==> src/rtl/noc_flit_pkg.sv <==
// rtl/noc_flit_pkg.sv - flit format shared by the NI link blocks
package noc_flit_pkg;

  localparam int FLIT_W  = 48;
  localparam int TYPE_HI = 47;
  localparam int TYPE_LO = 46;
  localparam int DEST_HI = 45;
  localparam int DEST_LO = 38;
  localparam int SRC_HI  = 37;
  localparam int SRC_LO  = 30;
  localparam int DATA_HI = 15;
  localparam int DATA_LO = 0;

  typedef enum logic [1:0] {
    FT_BODY   = 2'b00,
    FT_HEAD   = 2'b01,
    FT_TAIL   = 2'b10,
    FT_SINGLE = 2'b11
  } flit_type_e;

  typedef enum logic {
    ST_IDLE = 1'b0,
    ST_PKT  = 1'b1
  } link_state_e;

endpackage

==> src/rtl/credit_counter.sv <==
// rtl/credit_counter.sv - saturating credit counter with sticky overflow
// A credit is returned (inc), refunded on a drop (refund) or consumed (dec) in one step.
module credit_counter #(
  parameter int MAX = 4,
  parameter int W   = 3
) (
  input  logic         clk,
  input  logic         rst_n,
  input  logic         inc,
  input  logic         refund,
  input  logic         dec,
  output logic [W-1:0] count,
  output logic         overflow
);

  localparam logic [W+1:0] MAX_V = (W+2)'(MAX);

  logic [W+1:0] sum;

  // dec is only ever asserted with count != 0, so sum cannot underflow
  assign sum = {2'b00, count} + {{(W+1){1'b0}}, inc}
             + {{(W+1){1'b0}}, refund} - {{(W+1){1'b0}}, dec};

  always_ff @(posedge clk or negedge rst_n) begin
    if (!rst_n) begin
      count    <= W'(MAX);
      overflow <= 1'b0;
    end else if (sum > MAX_V) begin
      count    <= W'(MAX);
      overflow <= 1'b1;
    end else begin
      count    <= sum[W-1:0];
    end
  end

endmodule

==> src/rtl/flit_link_tx.sv <==
// rtl/flit_link_tx.sv - credit-based NI-to-router flit transmitter
// Pops the NI FIFO, checks head/body/tail framing and forwards flits two cycles after the pop.
module flit_link_tx
  import noc_flit_pkg::*;
#(
  parameter int CREDITS = 4,
  parameter int CNT_W   = 3
) (
  input  logic              clk,
  input  logic              reset,
  input  logic              link_enable,
  input  logic [FLIT_W-1:0] fifo_data,
  input  logic              fifo_empty,
  output logic              fifo_read_enable,
  output logic [FLIT_W-1:0] link_flit,
  output logic              link_valid,
  input  logic              link_credit,
  output logic [CNT_W-1:0]  credit_count,
  output logic              in_packet,
  output logic [15:0]       pkt_count,
  output logic              proto_err,
  output logic              credit_err
);

  link_state_e state, nxt_state;
  flit_type_e  ftype;
  logic        pop, pend;
  logic        fwd, drop, done, perr;

  assign pop              = link_enable & ~fifo_empty & (credit_count != '0);
  assign fifo_read_enable = pop;
  assign in_packet        = (state == ST_PKT);
  assign ftype            = flit_type_e'(fifo_data[TYPE_HI:TYPE_LO]);

  // Classification of the flit returned by last cycle's pop
  always_comb begin
    nxt_state = state;
    fwd       = 1'b0;
    drop      = 1'b0;
    done      = 1'b0;
    perr      = 1'b0;
    if (pend) begin
      if (state == ST_IDLE) begin
        case (ftype)
          FT_HEAD:   begin fwd = 1'b1; nxt_state = ST_PKT; end
          FT_SINGLE: begin fwd = 1'b1; done = 1'b1; end
          default:   begin drop = 1'b1; perr = 1'b1; end
        endcase
      end else begin
        fwd = 1'b1;
        case (ftype)
          FT_BODY:   ;
          FT_TAIL:   begin done = 1'b1; nxt_state = ST_IDLE; end
          FT_HEAD:   perr = 1'b1;
          default:   begin perr = 1'b1; done = 1'b1; nxt_state = ST_IDLE; end
        endcase
      end
    end
  end

  always_ff @(posedge clk or negedge reset) begin
    if (!reset) begin
      state      <= ST_IDLE;
      pend       <= 1'b0;
      link_valid <= 1'b0;
      link_flit  <= '0;
      pkt_count  <= '0;
      proto_err  <= 1'b0;
    end else begin
      state      <= nxt_state;
      pend       <= pop;
      link_valid <= fwd;
      if (fwd)  link_flit <= fifo_data;
      if (done) pkt_count <= pkt_count + 16'd1;
      if (perr) proto_err <= 1'b1;
    end
  end

  credit_counter #(
    .MAX (CREDITS),
    .W   (CNT_W)
  ) u_credit_counter (
    .clk      (clk),
    .rst_n    (reset),
    .inc      (link_credit),
    .refund   (drop),
    .dec      (pop),
    .count    (credit_count),
    .overflow (credit_err)
  );

endmodule
==> config.mk <==
export PLATFORM = sky130hd
export DESIGN_NAME = flit_link_tx
export DESIGN_NICKNAME = d
export VERILOG_FILES = /design/src/rtl/noc_flit_pkg.sv /design/src/rtl/credit_counter.sv /design/src/rtl/flit_link_tx.sv
export SDC_FILE = /design/constraint.sdc
export NUM_CORES = 1
export LEC_CHECK = 0
export CAP_MARGIN = 20
export CORE_MARGIN = 5
export CORE_UTILIZATION = 46
export DETAILED_ROUTE_END_ITERATION = 16
export PLACE_DENSITY = 0.95
export SLEW_MARGIN = 30
export SYNTH_ARGS = -nofsm -noshare
export SYNTH_HDL_FRONTEND = slang
export SYNTH_SLANG_ARGS = --single-unit
==> constraint.sdc <==
create_clock -name clk -period 6.6 [get_ports clk]
set_input_delay 0.66 -clock clk [delete_from_list [all_inputs] [get_ports clk]]
set_output_delay 0.66 -clock clk [all_outputs]
set_load 0.03 [all_outputs]
**Word-level counts from Yosys, hierarchy flattened**

Cells that the tools add are included.

- Bits of input ports: 53
- Flip-flop bits (word level): 72
- Output and inout port bits: 72
- Word-level logic and storage cells: 41

- Reductions and logical operators: 5
- Multiplexer cells: 17
- Eq/ne operators: 3
- Bitwise operators: 3
- Order comparisons: 1
- $add $sub $neg: 4

Operator list:

| operator | count |
|---|---|
| adder 16 x 1 -> 16 bit (second input constant) | 1 |
| two-way mux 1 bit | 16 |
| OR reduction 2 bit | 3 |
| adder 5 x 1 -> 5 bit | 1 |
| > comparator 5 x 3 -> 1 bit (second input constant) | 1 |
| subtractor 5 x 1 -> 5 bit | 1 |
| adder 3 x 1 -> 4 bit | 1 |
| equality test 2 bit (second input constant) | 2 |
| two-way mux 3 bit | 1 |
| nonzero test 3 bit | 1 |
| bitwise AND 1 bit | 2 |
| equality test 2 x 1 -> 1 bit (second input constant) | 1 |
| zero test 2 bit | 1 |
| inverter 1 bit | 1 |

**Depth between registers and ports, before layout**

- Depth after elaboration: 9
- Gate-level depth with buffers: 10
- Mapped depth without buffers: 10

**Hierarchy**

From an unflattened synthesis, not the netlist that was laid out.

- Cells, all modules: 211
- Area, all modules: 3036.7 um^2

Modules (own cells, without submodules):

| module | times used | area an instance (um^2) | cells each | sequential area each (um^2) |
|---|---|---|---|---|
| flit_link_tx | 1 | 2685.1 | 177 | 1701.6 |
| credit_counter | 1 | 351.6 | 34 | 101.3 |

**Least setup slack after synthesis**

Ideal clock, no wire load.

- Path type: register to register
- Start: register u_credit_counter.count[2]
- End: register u_credit_counter.count[0]
- Setup time: 68 ps
- Data arrival time: 3190 ps
- Clock period less this slack: 3258 ps
- Required time: 6532 ps
- Path buffers: 0
- Slack: 3342 ps
- Stages on the path, launching flop included: 11
- Cell sequence: dfstp_2 > nor3_1 > nor3b_1 > ha_1 > inv_1 > ha_1 > fa_1 > nand3_1 > a21oi_1 > nor4_1 > and3_1

- Word-level cells in the longest chain between the ends: 5
- Elaborated cells between the ends (all ways): 7
- Those cells by class: add/sub: 3; order compare: 1; mux: 1; bitwise: 1; reduce/logical: 1

RTL lines:

| item | RTL line | text |
|---|---|---|
| from (decl) | credit_counter.sv:12 | `output logic [W-1:0] count,` |
| from (signal assigned) | credit_counter.sv:26 | `count <= W'(MAX);` |
| from (signal assigned) | credit_counter.sv:29 | `count <= W'(MAX);` |
| from (signal assigned) | credit_counter.sv:32 | `count <= sum[W-1:0];` |
| nonzero test 3 bit (*) | flit_link_tx.sv:30 | `assign pop = link_enable & ~fifo_empty & (credit_count != '0);` |
| bitwise AND 1 bit (*) | flit_link_tx.sv:30 |  |
| net fifo_read_enable | flit_link_tx.sv:14 | `output logic fifo_read_enable,` |
| subtractor 5 x 1 -> 5 bit (*) | credit_counter.sv:22 | `+ {{(W+1){1'b0}}, refund} - {{(W+1){1'b0}}, dec};` |
| > comparator 5 x 3 -> 1 bit | credit_counter.sv:28 | `end else if (sum > MAX_V) begin` |
| two-way mux 3 bit (*) | credit_counter.sv:28 |  |

The timed path passes the listed nets; every way through them passes the cells marked *.
A chain may end at the register's enable or synchronous reset.

**Worst setup path after layout**

- Start: input fifo_data[46]
- End: register u_credit_counter.count[1]

- Word-level cells in the longest chain between the ends: 9
- Elaborated cells between the ends (all ways): 10
- Those cells by class: add/sub: 2; order compare: 1; eq/ne: 2; mux: 4; reduce/logical: 1

RTL lines:

| item | RTL line | text |
|---|---|---|
| from (decl) | flit_link_tx.sv:12 | `input logic [FLIT_W-1:0] fifo_data,` |
| equality test 2 x 1 -> 1 bit / equality test 2 bit (equally long branches) | flit_link_tx.sv:44 | `case (ftype)` |
| OR reduction 2 bit (no line) (*) | -- |  |
| two-way mux 1 bit (*) | flit_link_tx.sv:44 |  |
| two-way mux 1 bit (*) | flit_link_tx.sv:43 | `if (state == ST_IDLE) begin` |
| two-way mux 1 bit (*) | flit_link_tx.sv:42 | `if (pend) begin` |
| adder 5 x 1 -> 5 bit (*) | credit_counter.sv:22 |  |
| subtractor 5 x 1 -> 5 bit (*) | credit_counter.sv:22 |  |
| > comparator 5 x 3 -> 1 bit | credit_counter.sv:28 |  |
| two-way mux 3 bit (*) | credit_counter.sv:28 |  |

Every way passes the cells marked *; elsewhere a longest branch is shown, timed or not.

==> impl_metrics.env <==
export IMPL_fmax_mhz=331
export IMPL_ir_drop_v=0.000278
export IMPL_regToRegEndpoint="u_credit_counter.count[1]"
export IMPL_cts_setup_buffers=0
export IMPL_num_fill_cells=455
export IMPL_synthArstFlopShare_pct=100
export IMPL_finalCritPeriodShare_pct=45.7
export IMPL_ioPinCount=125
export IMPL_placed_area_mm2=0.00430
export IMPL_synthFlopType="dfrtp_1"
export IMPL_finalCriticalPeriod_ns=3.02
export IMPL_cts_tree="built"
export IMPL_grt_ovfl_total=0
export IMPL_num_rows=29
export IMPL_grtUsageMet3_pct=5.17
export IMPL_drc=0
export IMPL_end_kind="register"
export IMPL_clk_path_buf_depth=2
export IMPL_nets=406
export IMPL_h_tree_depth=3
export IMPL_final_setup_tns_ns=0
export IMPL_cellPowerDensity_mw_per_mm2=451
export IMPL_grt_use_met2_pct=28.9
export IMPL_postSynthAreaPerCell_um2=14.0
export IMPL_numCtsBuffers=9
export IMPL_die_area_mm2=0.00820
export IMPL_rsz0062_at_grt="false"
export IMPL_synth_area_leader_cell="dfrtp_1"
export IMPL_antenna_found_initial=0
export IMPL_synth_top_area_share_pct=59.5
export IMPL_clock_latency_ns=0.32
export IMPL_die_width_um=90.6
export IMPL_io_buffer_count=124
export IMPL_path_clk_slew_ns=0.07
export IMPL_synth_warning_count=0
export IMPL_use_met1_pct=20.8
export IMPL_synth_area_leaders="dfrtp_1, mux2_2, ha_1, xnor2_1, xor2_1"
export IMPL_path_max_fanout=6
export IMPL_wirelength_mm=6.90
export IMPL_r2r_start="u_credit_counter.count[2]"
export IMPL_synth_seq_cells=72
export IMPL_syn2layout_area_growth_pct=49.6
export IMPL_r2r_cells=10
export IMPL_synth_edf_count=0
export IMPL_synth_net_count=276
export IMPL_status="finished, final reports clean"
export IMPL_synthCells=214
export IMPL_drv_cap=0
export IMPL_fin_skew_ns=0.00481
export IMPL_routedWlPerCell_um=16.2
export IMPL_final_area_mm2=0.00447
export IMPL_drt_first_pass_iters=4
export IMPL_multi_input_area_mm2=0.00111
export IMPL_ctsHoldBuffers=0
export IMPL_worstPathArrival_ns=3.28
export IMPL_synth_area_mm2=0.00299
export IMPL_rrSetupSlack_ns=3.84
export IMPL_viasPerCell=5.04
export IMPL_grt_pass1_wl_mm=11.6
export IMPL_min_path_type="input pin to asynchronous set/reset pin"
export IMPL_drive_above_1_share_pct=19.0
export IMPL_crit_start="fifo_data[46]"
export IMPL_hold_viol_final=0
export IMPL_fin_util_pct=70.4
export IMPL_critPathKind="input pin to register"
export IMPL_p_leak_nw=1.95
export IMPL_track_usage_pct=17.4
export IMPL_seqCellArea_mm2=0.00180
export IMPL_startpoint_type="input pin"
export IMPL_setup_viol=0
export IMPL_globalplace_congestion=0.774
export IMPL_first_global_vias=2338
export IMPL_relSlewSlack_pct=58.0
export IMPL_gr_max_usage_layer="met2"
export IMPL_core_area_mm2=0.00635
export IMPL_initial_core_util_pct=47.0
export IMPL_grt_max_degree=73
export IMPL_tightest_slew_ns=0.630
export IMPL_synth_distinct_cells=29
export IMPL_vias=2142
export IMPL_hpwl_mm=5.19
export IMPL_num_antenna_cells=0
export IMPL_seq_area_frac_synth_pct=60.4
export IMPL_antenna_left=0
export IMPL_die_y_um=90.6
export IMPL_cts_root_buffer="clkbuf_8"
export IMPL_drt_initial_drc_count=53
export IMPL_cp_required_ns=6.86
export IMPL_clock_sinks=72
export IMPL_timing_final_max_slew_violations=0
export IMPL_cts_resized=0
how the worst max path moves through the flow:
stage                     slack [ns]                   endpoint  cells past startpoint
after global placement          3.41  u_credit_counter.count[1]                     11
after CTS                       3.60  u_credit_counter.count[1]                     11
after detailed placement        3.27  u_credit_counter.count[1]                     11
after floorplan                 3.34  u_credit_counter.count[0]                     10
after global routing            3.36  u_credit_counter.count[1]                     11
final                           3.58  u_credit_counter.count[1]                     11
placed cells by master (no fill, tap or decap), drive strengths merged, types with 2 or more instances in the layout:
| cell type | count |
|---|---|
| mux2 | 47 |
| ha | 8 |
| nor2 | 9 |
| nand4 | 5 |
| nand3 | 5 |
| buf | 3 |
| xnor2 | 10 |
| nand2 | 8 |
| dfrtp | 71 |
| xor2 | 8 |
| nor3 | 4 |
| nor4 | 2 |
| clkbuf | 15 |
| a21o | 2 |
| clkdlybuf4s50 | 123 |
| a21oi | 6 |
| and3 | 5 |
| inv | 9 |
layer usage:
metal | up-vias | part of all wire, %
li1 | 996 | -
met1 | 1056 | 38
met2 | 77 | 51
met3 | 13 | 7.9
met4 | 0 | 2.2
met5 | - | 0
metrics by stage:
| stage | setup WS (ns) | hold slack (ns) | instances | power [mW] |
|---|---|---|---|---|
| after floorplan | 3.34 | 0.364 | 214 | 1.28 |
| after global placement | 3.41 | 0.442 | 410 | 1.70 |
| after detailed placement | 3.27 | 0.447 | 410 | 1.73 |
| after CTS | 3.60 | 0.463 | 425 | 2.04 |
| after global routing | 3.36 | 0.482 | 425 | 2.13 |
| final | 3.58 | 0.418 | 425 | 2.02 |
critical path: stages:
cell and delay, ns:
clkdlybuf4s50_1 0.55, nor2_1 0.16, nand2_1 0.06, ha_1 0.28, inv_1 0.04, ha_1 0.22, fa_1 0.42, nand3_1 0.13
a21oi_1 0.07, nor4_1 0.45, and3_1 0.24
state kept, by name, summed over array words and instances, names as in the netlist:
signal                     flops
u_credit_counter.count         3
u_credit_counter.overflow      1
proto_err                      1
pkt_count                     16
link_valid                     1
pend                           1
link_flit                     48
in_packet                      1
cell usage after synthesis (all sizes together) (2+ instances only):
| master | count |
|---|---|
| a21o | 2 |
| a21oi | 6 |
| and3 | 5 |
| buf | 6 |
| dfrtp | 71 |
| ha | 8 |
| inv | 9 |
| mux2 | 47 |
| nand2 | 8 |
| nand3 | 5 |
| nand4 | 5 |
| nor2 | 9 |
| nor3 | 4 |
| nor4 | 2 |
| xnor2 | 10 |
| xor2 | 8 |
report_power, final:
group / total (mW) / leakage (nW) / switching, mW / internal, mW
registers: 0.716 / 0.861 / 0.107 / 0.609
logic: 1.00 / 1.01 / 0.538 / 0.464
clock network: 0.298 / 0.0838 / 0.143 / 0.156
total: 2.02 / 1.95 / 0.787 / 1.23
cell families after synthesis:
group           after synthesis  share of synthesized area (%)
simple gates                 41                           7.62
buf+inv                      16                           2.68
compound gates               11                           2.30
xor+xnor                     18                           5.28
flops                        72                           60.4
fa+ha+maj                     9                           4.02
mux                          47                           17.7
cell type report:
cell class / instances / share of cell area, %
tap: 77 / 2.16
sequential: 72 / 40.3
timing repair buffer: 126 / 28.1
multi-input combinational: 126 / 24.9
inverter: 9 / 0.756
clock buffer: 15 / 3.72
(Power assumes the default switching activity.)
